==> src/rtl/matmul_pkg.sv <==
// Shared definitions for the systolic matrix-multiply control path:
// default geometry, sequencer state encoding and a width helper.
package matmul_pkg;

    localparam int DEFAULT_DATA_WIDTH  = 32;
    localparam int DEFAULT_MAX_DIM     = 4;
    localparam int DEFAULT_MATRIX_SIZE = DEFAULT_MAX_DIM * DEFAULT_MAX_DIM;

    typedef enum logic [2:0] {
        ST_IDLE,
        ST_CLEAR,
        ST_FEED,
        ST_FLUSH,
        ST_DONE
    } state_t;

    // Bits needed to index 'count' items; never returns zero so that a
    // degenerate 1-element range still gets a legal 1-bit vector.
    function automatic int width_for(input int count);
        return (count > 1) ? $clog2(count) : 1;
    endfunction

endpackage

==> src/rtl/skew_lane_gen.sv <==
// Skewed address generator for one array lane. Lane k starts k steps
// after lane 0, so at step t it fetches element (t-k) of its row of A
// and of its column of B. Purely combinational.
module skew_lane_gen
    import matmul_pkg::*;
#(
    parameter int MAX_DIM = DEFAULT_MAX_DIM,
    parameter int LANE    = 0,
    parameter int CNT_W   = 4,
    parameter int ADDR_W  = 4
) (
    input  logic [CNT_W-1:0]  t_i,
    input  logic [CNT_W-1:0]  n_i,
    output logic              active_o,
    output logic [ADDR_W-1:0] addr_a_o,
    output logic [ADDR_W-1:0] addr_b_o
);

    localparam logic [CNT_W-1:0]  LANE_C = CNT_W'(LANE);
    localparam logic [ADDR_W-1:0] LANE_A = ADDR_W'(LANE);
    localparam logic [ADDR_W-1:0] STRIDE = ADDR_W'(MAX_DIM);

    logic [CNT_W-1:0]  step;
    logic [ADDR_W-1:0] step_a;

    assign step   = t_i - LANE_C;
    assign step_a = ADDR_W'(step);

    // Lanes at or beyond n stay silent even when the skew window would
    // otherwise cover them; that is what zero-pads the unused PEs.
    assign active_o = (LANE_C < n_i) && (t_i >= LANE_C) && (step < n_i);

    // Row-major addressing at the full array stride, independent of n.
    assign addr_a_o = active_o ? (LANE_A * STRIDE + step_a) : '0;
    assign addr_b_o = active_o ? (step_a * STRIDE + LANE_A) : '0;

endmodule

==> src/rtl/systolic_feed_sequencer.sv <==
// Sequences one matrix multiply through the systolic array: clears the
// accumulators, streams skewed operand reads from the A/B banks onto the
// array edges with zero padding, flushes the pipeline and pulses done.
module systolic_feed_sequencer
    import matmul_pkg::*;
#(
    parameter int DATA_WIDTH  = DEFAULT_DATA_WIDTH,
    parameter int MAX_DIM     = DEFAULT_MAX_DIM,
    parameter int MATRIX_SIZE = DEFAULT_MATRIX_SIZE,
    localparam int ADDR_W     = width_for(MATRIX_SIZE),
    localparam int DIM_W      = width_for(MAX_DIM)
) (
    input  logic                            clk_i,
    input  logic                            rst_i,
    input  logic                            start_i,
    input  logic [DIM_W-1:0]                dim_i,
    output logic                            busy_o,
    output logic                            done_o,
    output logic                            clear_o,
    output logic [MAX_DIM-1:0]              rd_en_a_o,
    output logic [MAX_DIM*ADDR_W-1:0]       rd_addr_a_o,
    input  logic [MAX_DIM*DATA_WIDTH-1:0]   rd_data_a_i,
    output logic [MAX_DIM-1:0]              rd_en_b_o,
    output logic [MAX_DIM*ADDR_W-1:0]       rd_addr_b_o,
    input  logic [MAX_DIM*DATA_WIDTH-1:0]   rd_data_b_i,
    output logic [MAX_DIM*DATA_WIDTH-1:0]   left_o,
    output logic [MAX_DIM*DATA_WIDTH-1:0]   up_o,
    output logic [MAX_DIM-1:0]              feed_valid_o
);

    // Step counter must hold 2n-2 in FEED and n in FLUSH.
    localparam int               CNT_W   = width_for(2 * MAX_DIM + 1);
    localparam logic [CNT_W-1:0] CNT_ONE = CNT_W'(1);
    localparam logic [CNT_W-1:0] CNT_TWO = CNT_W'(2);

    state_t             state_q, state_d;
    logic [CNT_W-1:0]   cnt_q, cnt_d;
    logic [DIM_W-1:0]   dim_q, dim_d;
    logic [MAX_DIM-1:0] feed_valid_q;

    logic [CNT_W-1:0]   n_w;
    logic [CNT_W-1:0]   last_t_w;

    logic [MAX_DIM-1:0] lane_active;
    logic [ADDR_W-1:0]  lane_addr_a [MAX_DIM];
    logic [ADDR_W-1:0]  lane_addr_b [MAX_DIM];

    assign n_w      = CNT_W'(dim_q) + CNT_ONE;
    assign last_t_w = (n_w << 1) - CNT_TWO;

    for (genvar k = 0; k < MAX_DIM; k++) begin : g_lane
        skew_lane_gen #(
            .MAX_DIM (MAX_DIM),
            .LANE    (k),
            .CNT_W   (CNT_W),
            .ADDR_W  (ADDR_W)
        ) u_lane (
            .t_i      (cnt_q),
            .n_i      (n_w),
            .active_o (lane_active[k]),
            .addr_a_o (lane_addr_a[k]),
            .addr_b_o (lane_addr_b[k])
        );
    end

    // State, counter, latched dimension and one-cycle read-valid pipeline.
    // NOTE: state is written with <= so every flop samples the pre-edge
    // values of its neighbours, mirroring real hardware ordering.
    always_ff @(posedge clk_i) begin
        if (rst_i) begin
            state_q      <= ST_IDLE;
            cnt_q        <= '0;
            dim_q        <= '0;
            feed_valid_q <= '0;
        end else begin
            state_q      <= state_d;
            cnt_q        <= cnt_d;
            dim_q        <= dim_d;
            feed_valid_q <= rd_en_a_o;
        end
    end

    // Next-state and counter sequencing; n is captured only on acceptance.
    // NOTE: every variable gets a default at the top of always_comb so no
    // path leaves it unassigned, which would otherwise infer a latch.
    always_comb begin
        state_d = state_q;
        cnt_d   = cnt_q;
        dim_d   = dim_q;
        unique case (state_q)
            ST_IDLE: begin
                if (start_i) begin
                    dim_d   = dim_i;
                    cnt_d   = '0;
                    state_d = ST_CLEAR;
                end
            end
            ST_CLEAR: begin
                cnt_d   = '0;
                state_d = ST_FEED;
            end
            ST_FEED: begin
                if (cnt_q == last_t_w) begin
                    cnt_d   = '0;
                    state_d = ST_FLUSH;
                end else begin
                    cnt_d = cnt_q + CNT_ONE;
                end
            end
            ST_FLUSH: begin
                if (cnt_q == n_w) begin
                    cnt_d   = '0;
                    state_d = ST_DONE;
                end else begin
                    cnt_d = cnt_q + CNT_ONE;
                end
            end
            ST_DONE: begin
                state_d = ST_IDLE;
            end
            default: begin
                state_d = ST_IDLE;
            end
        endcase
    end

    // Decoded controls, gated read requests and zero-padded edge operands.
    always_comb begin
        busy_o      = (state_q != ST_IDLE);
        clear_o     = (state_q == ST_CLEAR);
        done_o      = (state_q == ST_DONE);
        rd_en_a_o   = '0;
        rd_en_b_o   = '0;
        rd_addr_a_o = '0;
        rd_addr_b_o = '0;
        left_o      = '0;
        up_o        = '0;
        for (int k = 0; k < MAX_DIM; k++) begin
            if ((state_q == ST_FEED) && lane_active[k]) begin
                rd_en_a_o[k]                   = 1'b1;
                rd_en_b_o[k]                   = 1'b1;
                rd_addr_a_o[k*ADDR_W +: ADDR_W] = lane_addr_a[k];
                rd_addr_b_o[k*ADDR_W +: ADDR_W] = lane_addr_b[k];
            end
            if (feed_valid_q[k]) begin
                left_o[k*DATA_WIDTH +: DATA_WIDTH] = rd_data_a_i[k*DATA_WIDTH +: DATA_WIDTH];
                up_o[k*DATA_WIDTH +: DATA_WIDTH]   = rd_data_b_i[k*DATA_WIDTH +: DATA_WIDTH];
            end
        end
    end

    assign feed_valid_o = feed_valid_q;

endmodule

==> config.mk <==
export PLATFORM = sky130hd
export DESIGN_NAME = systolic_feed_sequencer
export DESIGN_NICKNAME = d
export VERILOG_FILES = /design/src/rtl/matmul_pkg.sv /design/src/rtl/skew_lane_gen.sv /design/src/rtl/systolic_feed_sequencer.sv
export SDC_FILE = /design/constraint.sdc
export NUM_CORES = 1
export LEC_CHECK = 0
export ABC_AREA = 1
export CAP_MARGIN = 20
export CORE_AREA = 2 2 222 224
export DETAILED_ROUTE_END_ITERATION = 10
export DIE_AREA = 0 0 224 226
export GPL_ROUTABILITY_DRIVEN = 0
export HOLD_SLACK_MARGIN = 0.08
export PLACE_DENSITY = 0.35
export SYNTH_ARGS = -nofsm -noshare
export SYNTH_HDL_FRONTEND = slang
export SYNTH_HIERARCHICAL = 1
export SYNTH_SLANG_ARGS = --single-unit
==> constraint.sdc <==
create_clock -name clk_i -period 4.9 [get_ports clk_i]
set_input_delay 0.49 -clock clk_i [delete_from_list [all_inputs] [get_ports clk_i]]
set_output_delay 0.49 -clock clk_i [all_outputs]
set_load 0.05 [all_outputs]
==> flow_summary.json, run 1 <==
{
  "start_util": 0.0820,
  "worstPathArrival_ns": 3.49,
  "syn_area_per_cell_um2": 4.40,
  "p_clk_frac": 0.116,
  "finalMaxSlewViolations": 0,
  "cts_resized": 0,
  "netSwitchingFraction": 0.529,
  "io_buffers": 559,
  "pin_count": 564,
  "overflow": 0,
  "rrSetupSlack_ns": 2.32,
  "fin_crit_sh": 0.813,
  "fmax_mhz": 251,
  "tns_ns": 0,
  "tightest_slew_ns": 0.919,
  "internal_power_uw": 683,
  "rsz0062_at_grt": "false",
  "power_leakage_uw": 0.00577,
  "via_per_inst": 3.15,
  "numCtsBuffers": 3,
  "cts_setup_buffers": 0,
  "powerDensity_nw_per_um2": 142,
  "p_seq_frac": 0.115,
  "holdWs_ns": 0.477,
  "path_clk_slew_ns": 0.06,
  "cts_root_buf": "clkbuf_16",
  "rr_worst_depth": 12,
  "ys_types": 23,
  "ant_nets": 0,
  "rows": 81,
  "drt-initial-drc-count": 235,
  "dr.pass1.iters": 4,
  "insertion_delay_ns": 0.26,
  "worstPathRequired_ns": 4.41,
  "antenna_found_initial": 2,
  "hold_violations": 0,
  "dp_hpwl_um": 25500,
  "nets": 1709,
  "relSlewSlack": 0.385,
  "path_class": "register to primary output",
  "critPathLaunchType": "register",
  "clock_skew_ns": 0.00480,
  "first_global_vias": 6071,
  "cts_num_sinks": 13,
  "hold_class": "register to register",
  "routed_wl_um": 29000,
  "h-tree-depth": 1,
  "synth-seq-cells": 13,
  "synth_area_um2": 3970,
  "status": "completed",
  "cp_max_fo": 14,
  "final.min_clock_period_ns": 3.98,
  "die_x_um": 224,
  "cts_buffer_depth": 2,
  "synthCells": 902,
  "cap_violations": 0,
  "p_switching_uw": 767,
  "grt_max_degree": 57,
  "fillCellCount": 5587,
  "seq_area_frac_synth": 0.0656,
  "power.total_uw": 1450,
  "p_comb_frac": 0.769,
  "worstSetupEndpointType": "primary output",
  "die_h_um": 226,
  "grt_first_pass_wirelength_um": 39300,
  "area_growth_pct": 158,
  "ctsHoldBuffers": 0,
  "drc": 0,
  "ir_worst_vdd_mv": 0.0970,
  "vias": 6468,
  "grt.total_usage": 0.105,
  "ys.warnings.count": 6,
  "cts_tree": "built",
  "drive_gt1_frac": 0.0266,
  "wl_per_cell_um": 14.1,
  "hold_depth": 2,
  "coreArea_um2": 48300,
  "setup_viol": 0,
  "die_area_um2": 50600
}
-- logic make-up after synthesis --
family,count (synthesis),share of synthesized area
DFF,13,0.0656
buffers and inverters,407,0.404
and+or+nand+nor,440,0.438
adders and majority gates,19,0.0599
other,4,0.00378
AOI/OAI and AO/OA,17,0.0240
xor gates and xnor gates,2,0.00442
-- cells in the final DEF, fill, tap and decap left out --
master,Yosys,routed
nor2_4,1,1
buf_4,20,5
dfxtp_1,13,9
buf_12,0,1
diode_2,0,1
nor2_2,6,6
xor2_1,2,2
nor3_1,3,3
inv_1,353,353
dfxtp_2,0,4
ha_1,19,19
nand2_1,337,337
nand3_1,20,20
clkbuf_16,0,3
nand4_1,2,2
nand2_4,1,1
nor2_1,61,61
inv_2,5,5
nand2_2,9,9
o211ai_1,1,1
o21ai_0,3,3
clkdlybuf4s50_1,0,559
a21oi_1,8,8
clkinv_2,0,1
conb_1,4,10
o21ai_1,3,3
a21oi_2,2,2
-- power groups by stage --
| stage | sequential [uW] | combinational [uW] | clock [uW] |
|---|---|---|---|
| CTS | 168 | 1140 | 179 |
| global route | 173 | 1220 | 183 |
| finish | 166 | 1120 | 168 |
| global placement | 169 | 1130 | 0 |
| floorplan | 155 | 653 | 0 |
| detailed placement | 170 | 1130 | 0 |
-- area by class of cell --
type | count | area (um2) | area share
well taps | 622 | 778 | 0.0759
repair buffers | 565 | 5650 | 0.552
clock inverters | 1 | 5.00 | 0.000488
inverters | 358 | 1340 | 0.131
diodes | 1 | 2.50 | 0.000244
multi-input cells | 488 | 2130 | 0.207
flip-flops and latches | 13 | 265 | 0.0259
clock buffers | 3 | 75.1 | 0.00733
-- layer usage --
layer	GRT usage	part of all wire	routed length (um)	up-vias
met5	0	0.00093	27	-
met4	0.0290	0.022	633	4
met3	0.0410	0.10	2900	19
met2	0.190	0.51	14700	292
met1	0.112	0.37	10700	2742
li1	-	-	-	3411
-- sequential cells by signal, indices dropped and copies added (netlist names) --
signal	flops
cnt_q	4
feed_valid_o	4
state_q	3
dim_q	2
-- critical path, stage by stage, from the launching register on --
cell	delay [ns]
dfxtp_1	0.69
inv_1	0.14
ha_1	0.24
xor2_1	0.23
ha_1	0.29
a21oi_2	0.13
nand2_1	0.05
nor2_1	0.11
nand2_2	0.10
inv_1	0.08
nand2_1	0.19
nor2_1	0.17
clkdlybuf4s50_1	0.82
-- synth_stat cells --
cell type / number / area (um2)
inv_1: 353 / 1330
nand2_1: 337 / 1260
nor2_1: 61 / 229
buf_4: 20 / 150
nand3_1: 20 / 100
ha_1: 19 / 238
clkbuf_1: 17 / 63.8
dfxtp_1: 13 / 260
buf_1: 12 / 45.0
nand2_2: 9 / 56.3
a21oi_1: 8 / 40.0
nor2_2: 6 / 37.5
inv_2: 5 / 18.8
conb_1: 4 / 15.0
nor3_1: 3 / 15.0
o21ai_0: 3 / 15.0
o21ai_1: 3 / 15.0
a21oi_2: 2 / 17.5
nand4_1: 2 / 12.5
xor2_1: 2 / 17.5
nand2_4: 1 / 11.3
nor2_4: 1 / 11.3
o211ai_1: 1 / 7.51
-- per-stage QoR --
| stage | cell area [um2] | util | instances | setup slack, ns |
|---|---|---|---|---|
| floorplan | 3990 | - | 908 | 1.88 |
| global placement | 10100 | 0.210 | 2045 | 1.20 |
| detailed placement | 10200 | 0.210 | 2046 | 1.14 |
| CTS | 10200 | 0.212 | 2050 | 0.849 |
| global route | 10200 | 0.212 | 2050 | 0.613 |
| finish | 10200 | 0.212 | 2051 | 0.918 |
-- path summary, 6_finish.rpt --
path,start,end
setup / recovery,cnt_q[1],rd_addr_b_o[11]
hold / removal,dim_q[1],dim_q[1]
setup reg to reg,cnt_q[1],feed_valid_o[1]
hold reg to reg,dim_q[1],dim_q[1]
No activity file was read; power rests on OpenSTA's default activity.
==> run 2: changes to the inputs <==
--- a/config.mk
+++ b/config.mk
@@ -7,12 +7,12 @@
 export LEC_CHECK = 0
 export ABC_AREA = 1
 export CAP_MARGIN = 20
-export CORE_AREA = 2 2 222 224
+export CORE_AREA = 2 2 218 220
 export DETAILED_ROUTE_END_ITERATION = 10
-export DIE_AREA = 0 0 224 226
+export DIE_AREA = 0 0 220 222
 export GPL_ROUTABILITY_DRIVEN = 0
 export HOLD_SLACK_MARGIN = 0.08
-export PLACE_DENSITY = 0.35
+export PLACE_DENSITY = 0.36
 export SYNTH_ARGS = -nofsm -noshare
 export SYNTH_HDL_FRONTEND = slang
 export SYNTH_HIERARCHICAL = 1
==> constraint.sdc (replaced) <==
create_clock -name clk_i -period 3.75 [get_ports clk_i]
set_input_delay 0.375 -clock clk_i [delete_from_list [all_inputs] [get_ports clk_i]]
set_output_delay 0.375 -clock clk_i [all_outputs]
set_load 0.05 [all_outputs]
==> run 2 against run 1 <==
Effect of this change: critical path depth decreased by 1; sequential share of layout area barely moved; cell count decreased by 0.49%; non-clock buffer count up 5; combinational power up 31%; first-iteration DRC count down 34%; final area up 0.56%; clock skew rose by 0.0015 ns; count of clock-buffer cells in the layout increased by 1; clock power grew 26%; critical path type unchanged.
==> flow_summary.json, run 2 (synthesized netlist as in run 1, its figures left out) <==
{
  "final_util": 0.223,
  "cts_buffer_depth": 2,
  "routed_wl_um": 27700,
  "path_class": "register to primary output",
  "insertion_delay_ns": 0.25,
  "setup_viol": 0,
  "via_per_inst": 3.14,
  "rr_worst_depth": 10,
  "powerDensity_nw_per_um2": 181,
  "rrSetupSlack_ns": 1.50,
  "coreArea_um2": 46300,
  "dr.pass1.iters": 4,
  "grtUsageMet3": 0.0215,
  "start_util": 0.0857,
  "path_clk_slew_ns": 0.05,
  "die_area_um2": 48800,
  "placed_area_um2": 10200,
  "rr_endpoint": "feed_valid_o[3]",
  "multi_input_area_um2": 2130,
  "hold_class": "register to register",
  "vias": 6402,
  "rows": 79,
  "cts_root_buf": "clkbuf_16",
  "first_global_vias": 6186,
  "fin_crit_sh": 0.907,
  "hold_violations": 0,
  "cts_setup_buffers": 0,
  "ctsHoldBuffers": 0,
  "overflow": 0,
  "h-tree-depth": 1,
  "drc": 0,
  "power.total_uw": 1870,
  "status": "completed",
  "ir_worst_vdd_mv": 0.267,
  "finalMaxSlewViolations": 0,
  "holdPathEnd": "dim_q[1]",
  "cap_violations": 0,
  "relSlewSlack": 0.363,
  "die_x_um": 220,
  "mostFrequentLayoutCell": "clkdlybuf4s50_1",
  "instances_no_fill": 2041,
  "cts_tree": "built",
  "worstPathArrival_ns": 3.03,
  "final_cell_mix": "540 x clkdlybuf4s50_1, 353 x inv_1, 337 x nand2_1",
  "gr-usage-met1": 0.112,
  "grt.total_usage": 0.104,
  "wl_per_cell_um": 13.6,
  "numCtsBuffers": 3,
  "regArea_um2": 265,
  "nets": 1714,
  "drt-initial-drc-count": 154,
  "worstHoldStart": "dim_q[1]",
  "hold_depth": 2,
  "slowest_delay_ns": 0.82,
  "antenna_found_initial": 1,
  "grt_max_degree": 66,
  "fmax_mhz": 294,
  "dp_hpwl_um": 24300,
  "fillCellCount": 5281,
  "worstSetupEndpointType": "primary output",
  "drive_gt1_frac": 0.0426,
  "die_h_um": 222,
  "worstPathRequired_ns": 3.38,
  "critPathLaunchType": "register",
  "cts_resized": 0,
  "area_growth_pct": 160,
  "busiest_layer": "met2",
  "post-place-cells": 2036,
  "rsz0062_at_grt": "false",
  "final.min_clock_period_ns": 3.40,
  "ant_nets": 0,
  "path_cells": "ha_1 > inv_1 > ha_1 > a21oi_2 > nand2_1 > nor2_1 > nand2_2 > inv_1 > nand2_1 > nor2_1 > clkdlybuf4s50_1",
  "slowest_stage": "clkdlybuf4s50_1",
  "use_met2": 0.209,
  "power_leakage_uw": 0.00585,
  "cts_num_sinks": 13,
  "tightest_slew_ns": 0.952,
  "pin_count": 564,
  "r2r_start": "dim_q[0]",
  "io_buffers": 559,
  "grt_first_pass_wirelength_um": 39000,
  "cp_max_fo": 10,
  "clock_skew_ns": 0.00634,
  "design_area_um2": 10300,
  "tns_ns": 0
}
run 2: area by class of cell:
| type | instances | area share |
|---|---|---|
| clock buffer | 4 | 0.00765 |
| timing repair buffer | 570 | 0.556 |
| inverter | 358 | 0.130 |
| sequential | 13 | 0.0257 |
| multi-input combinational | 488 | 0.206 |
| tap | 607 | 0.0737 |
| antenna | 1 | 0.000243 |
run 2: stage by stage:
step | setup WS, ns | hold slack [ns]
global placement | 0.632 | 0.473
floorplan | 0.842 | 0.444
CTS | 0.315 | 0.479
finish | 0.347 | 0.475
detailed placement | 0.595 | 0.471
global route | 0.101 | 0.507
run 2: worst max path at each step:
stage                        start               to  depth (start not counted)
after floorplan           cnt_q[1]  rd_addr_a_o[10]                         11
after global placement    dim_q[0]  rd_addr_a_o[11]                         11
after detailed placement  dim_q[0]  rd_addr_a_o[11]                         11
after CTS                 dim_q[0]  rd_addr_a_o[11]                         11
after global routing      dim_q[0]  rd_addr_a_o[11]                         11
final                     dim_q[0]   rd_addr_a_o[8]                         11
run 2: worst max-delay path: cells and delay by family (launching register included):
family | cells | cell delay (ns)
AO/OA/AOI/OAI | 1 | 0.11
adder cells (fa/ha/maj) | 2 | 0.64
buffers and inverters | 3 | 0.98
flip-flops | 1 | 0.44
AND/OR/NAND/NOR | 5 | 0.61
run 2: per-layer routing:
metal	routed length, um	share of wire	vias to the layer above
met2	14800	0.54	275
met1	10400	0.37	2698
met3	2270	0.082	10
met5	0	0	-
li1	-	-	3419
met4	219	0.0079	0
run 2: power by group:
part | total (uW) | switching [uW] | internal, uW | leakage, uW
Sequential | 184 | 21.9 | 163 | 0.000108
Clock | 211 | 66.5 | 144 | 0.0000382
Combinational | 1470 | 885 | 587 | 0.00571
==> RTL edit 1, RTL diff (flow settings as in run 2) <==
Re-encode `state_t` (5 states) as one-hot, 5 bits wide.
--- a/src/rtl/matmul_pkg.sv
+++ b/src/rtl/matmul_pkg.sv
@@ -6,12 +6,12 @@
     localparam int DEFAULT_MAX_DIM     = 4;
     localparam int DEFAULT_MATRIX_SIZE = DEFAULT_MAX_DIM * DEFAULT_MAX_DIM;
 
-    typedef enum logic [2:0] {
-        ST_IDLE,
-        ST_CLEAR,
-        ST_FEED,
-        ST_FLUSH,
-        ST_DONE
+    typedef enum logic [4:0] {
+        ST_IDLE  = 5'b00001,
+        ST_CLEAR = 5'b00010,
+        ST_FEED  = 5'b00100,
+        ST_FLUSH = 5'b01000,
+        ST_DONE  = 5'b10000
     } state_t;
 
     // Bits needed to index 'count' items; never returns zero so that a
Formal check against the unedited RTL: no difference found for any inputs over 4 cycles, from zero or initial values and one cycle with rst_i high; so few cycles prove little.
==> RTL edit 1 against run 2 <==
  * First-iteration DRC count unchanged
  * Critical path type unchanged
  * Design area is 0.64% higher
  * Worst setup slack improved by 0.019 ns
  * Global-route usage hardly changed
  * Synthesized cell count grew 3.1%
  * Wire length increased by 0.68%
  * Clock skew rose by 0.0011 ns
  * Area after synthesis grew 4.5%
  * Sequential cell count increased by 2
Power is not compared: it rests on default switching activity, and its combinational part moved more than twofold at a synthesized area within 25%.
==> RTL edit 1: results <==
metrics = {
    "logic_synthesis": {
        "netlist_instances": 930,
        "synth-compound-area-share_pct": 1.15,
        "synth_fa_ha_area_share_pct": 5.73,
        "synth.top_cells.by_count": "inv_1, nand2_1, nor2_1",
        "synthTopCellsByArea": "inv_1, nand2_1, dfxtp_1, nor2_1, ha_1",
        "synth-xor-area-share_pct": 0.211,
        "seq_area_frac_synth_pct": 7.24,
        "synth_edf_count": 0,
    },
    "clock_tree": {
        "clk_pin_slew_ns": 0.06,
        "root_buffer": "clkbuf_16",
        "cts_resized": 0,
        "cts.sinks": 15,
    },
    "detailed_routing": {
        "wl_per_cell_um": 13.5,
        "first_pass_iters": 4,
        "drtIter0Drc": 154,
        "via_per_inst": 3.15,
    },
    "floorplan": {
        "chipWidth_um": 220,
    },
    "place": {
        "placed_area_sq_um": 10300,
        "dpl_worst_slack_ns": 0.581,
        "dp_hpwl_mm": 24.5,
    },
    "critical_path": {
        "reg2reg_slack_ns": 1.41,
        "reg2regPathDepth": 12,
        "critPathLaunch": "dim_q[0]$_SDFFE_PP0P_",
        "endpoint": "rd_en_a_o[3]",
        "rr_endpoint": "feed_valid_o[2]$_SDFF_PP0_",
        "timing.rr.start": "cnt_q[1]$_SDFFE_PP0P_",
    },
    "final_layout": {
        "antenna_cells": 0,
        "finalNonFillerCells": 2067,
        "nMultiInputCombCells": 514,
        "clkbuf_count": 3,
        "finalNetCount": 1741,
        "n_fill_cell": 5328,
        "multi_input_area_sq_um": 2270,
        "layout-drive-gt1-share_pct": 5.41,
        "clock_cell_area_share_pct": 0.772,
        "largest_reg_flops": 5,
        "ff_latch_area_sq_um": 305,
        "buffer_area_share_pct": 54.2,
        "num-nonclk-buffers": 569,
        "multi_input_area_share_pct": 21.8,
    },
    "global_routing": {
        "grt_usage_pct": 10.3,
        "first_global_vias": 6105,
        "grtUsageMet3_pct": 3.21,
        "grtUsageMet1_pct": 11.0,
        "grt_pass1_wl_mm": 38.8,
        "use_met2_pct": 20.6,
    },
    "sta": {
        "whs_ns": 0.486,
        "fin_ws_ns": 0.366,
        "finClkSkew_ns": 0.00743,
        "relSlewSlack_pct": 39.4,
    },
    "pwr": {
        "ir_drop_uv": 121,
    },
    "worst_hold_path": {
        "hold_path.class": "reg -> reg",
        "min_path_cells": 2,
    },
    "status": {
        "status": "complete, no violations",
    },
}
-- RTL edit 1: critical path, cell delays in order, from the launching register on --
cell	delay [ns]
dfxtp_1	0.40
ha_1	0.40
inv_1	0.14
ha_1	0.31
nand2_1	0.06
inv_1	0.03
nand2_1	0.07
nand2_2	0.09
inv_1	0.10
nand2_1	0.20
inv_1	0.15
clkdlybuf4s50_1	0.81
-- RTL edit 1: power breakdown --
group / switching [mW] / internal, mW / total (mW)
combinational: 0.201 / 0.317 / 0.517
clock: 0.0732 / 0.143 / 0.216
sequential: 0.0103 / 0.166 / 0.177
-- RTL edit 1: layer usage --
layer / vias to the layer above / wire length, um / part of all wire [%]
met5: - / 13 / 0.047
met4: 2 / 27 / 0.097
met3: 6 / 2780 / 10
met2: 251 / 14800 / 53
met1: 2741 / 10300 / 37
li1: 3507 / - / -
==> RTL edit 2, RTL diff (flow settings as in run 2) <==
Without the edit above. Make the reset (`rst_i`) asynchronous in one clocked block.
--- a/src/rtl/systolic_feed_sequencer.sv
+++ b/src/rtl/systolic_feed_sequencer.sv
@@ -66,7 +66,7 @@
     // State, counter, latched dimension and one-cycle read-valid pipeline.
     // NOTE: state is written with <= so every flop samples the pre-edge
     // values of its neighbours, mirroring real hardware ordering.
-    always_ff @(posedge clk_i) begin
+    always_ff @(posedge clk_i or posedge rst_i) begin
         if (rst_i) begin
             state_q      <= ST_IDLE;
             cnt_q        <= '0;
Function: differs if rst_i is asserted again (counterexample within 4 cycles, from zero or initial values and one cycle with rst_i high); with rst_i held inactive, the same outputs for 4 cycles.
==> RTL edit 2 against run 2 <==
  * Sequential cell count unchanged
  * Area after synthesis up 2.4%
  * Non-clock buffer count down 2
  * Wire length up 11%
  * Design area down 0.11%
  * Count of clock-buffer cells in the layout down 1
  * Worst setup slack worse by 0.055 ns
  * Critical endpoint is now rd_en_b_o[3]
Power is not compared: it rests on default switching activity, and its combinational part moved more than twofold at a synthesized area within 25%.
==> RTL edit 2: results <==
metrics = {
    "final_layout": {
        "finalNetCount": 1693,
        "buffer_area_share_pct": 54.7,
        "antenna_cells": 0,
        "layout-drive-gt1-share_pct": 5.67,
        "n_fill_cell": 5252,
        "multi_input_area_sq_um": 2180,
        "clock_cell_area_share_pct": 0.778,
        "nMultiInputCombCells": 476,
        "n_all_inverters": 351,
        "num-nonclk-buffers": 568,
        "seq_area_share_pct": 3.22,
    },
    "sta": {
        "clock.fmax_ghz": 0.289,
        "worst_slew_pin_slew_ns": 1.10,
        "finClkSkew_ns": 0.00290,
    },
    "critical_path": {
        "timing.rr.start": "cnt_q[2]$_DFFE_PP0P_",
        "reg2regPathDepth": 12,
        "rr_endpoint": "feed_valid_o[2]$_DFF_PP0_",
        "reg2reg_slack_ns": 1.30,
        "critPathMaxFanout": 9,
    },
    "global_routing": {
        "grt_max_degree": 63,
        "antenna_found_initial": 0,
        "use_met2_pct": 23.1,
        "grt_usage_pct": 11.6,
        "grt_pass1_wl_mm": 41.7,
        "grtUsageMet3_pct": 2.25,
        "grtUsageMet1_pct": 12.7,
        "first_global_vias": 5928,
    },
    "pwr": {
        "switching_power_mw": 3.35,
        "power_frac_seq_pct": 6.1,
        "ir_drop_uv": 227,
        "leakage_nw": 5.98,
    },
    "logic_synthesis": {
        "synth-xor-area-share_pct": 0.862,
        "synth-compound-area-share_pct": 1.85,
        "synthTopCellsByArea": "inv_1, nand2_1, dfrtp_1, ha_1, nor2_1",
        "seq_area_frac_synth_pct": 8.01,
        "synth_cell_types": 29,
        "netlist_instances": 882,
        "synth.top_cells.by_count": "inv_1, nand2_1, nor2_1",
        "yosys_most_used_dff": "dfrtp_1",
        "synthArstFlopShare_pct": 100,
        "synthMuxAreaShare_pct": 0.277,
        "synth_fa_ha_area_share_pct": 5.85,
    },
    "place": {
        "dp.cells": 2015,
        "dp_hpwl_mm": 27.2,
    },
    "detailed_routing": {
        "via_per_inst": 3.14,
        "wl_met3_mm": 2.40,
        "met2_length_mm": 16.7,
        "vias": 6337,
        "drtIter0Drc": 278,
        "wl_met1_mm": 11.5,
        "wl_per_cell_um": 15.3,
    },
    "worst_hold_path": {
        "whs_endpoint": "dim_q[1]$_DFFE_PP0P_",
        "hp-start": "dim_q[1]$_DFFE_PP0P_",
        "min_path_cells": 1,
        "hold_path.class": "reg -> reg",
    },
    "status": {
        "status": "complete, no violations",
    },
}
## RTL edit 2: cell types whose count changed after synthesis, moves of 3 or more
cell	before	now
nand2_1	337	322
clkbuf_1	17	7
inv_1	353	342
a21oi_1	8	3
nor2_1	61	58
dfxtp_1	13	0
inv_2	5	9
nand2_4	1	6
buf_2	0	9
dfrtp_1	0	13
o211ai_2	0	3
o21ai_0	3	0
## RTL edit 2: critical path: stages (launching register included)
cell	delay [ns]
dfrtp_1	0.45
ha_1	0.51
inv_1	0.08
ha_1	0.29
nand2_1	0.07
nand2_1	0.07
nand2_1	0.08
nand2_2	0.09
inv_1	0.14
nand2_4	0.09
inv_1	0.14
clkdlybuf4s50_1	0.82
## RTL edit 2: worst max-delay path by stage
stage / from / to / slack (ns) / cells after the start
final: dim_q[0]$_DFFE_PP0P_ / rd_en_b_o[3] / 0.29 / 11
after global placement: cnt_q[1]$_DFFE_PP0P_ / rd_en_a_o[1] / 0.43 / 13
after global routing: dim_q[0]$_DFFE_PP0P_ / rd_addr_b_o[14] / 0.13 / 11
after floorplan: cnt_q[2]$_DFFE_PP0P_ / rd_addr_b_o[11] / 0.80 / 12
after CTS: cnt_q[1]$_DFFE_PP0P_ / rd_en_b_o[1] / 0.07 / 13
after detailed placement: cnt_q[1]$_DFFE_PP0P_ / rd_en_b_o[1] / 0.34 / 13
## RTL edit 2: metrics by stage
stage / power, mW / cell area, sq um / setup slack, ns / hold slack (ns)
floorplan: 3.45 / 4090 / 0.798 / 0.252
finish: 5.20 / 10300 / 0.292 / 0.543
global route: 5.60 / 10300 / 0.130 / 0.562
global placement: 5.04 / 10200 / 0.432 / 0.518
detailed placement: 5.03 / 10200 / 0.341 / 0.532
CTS: 5.28 / 10300 / 0.0664 / 0.545
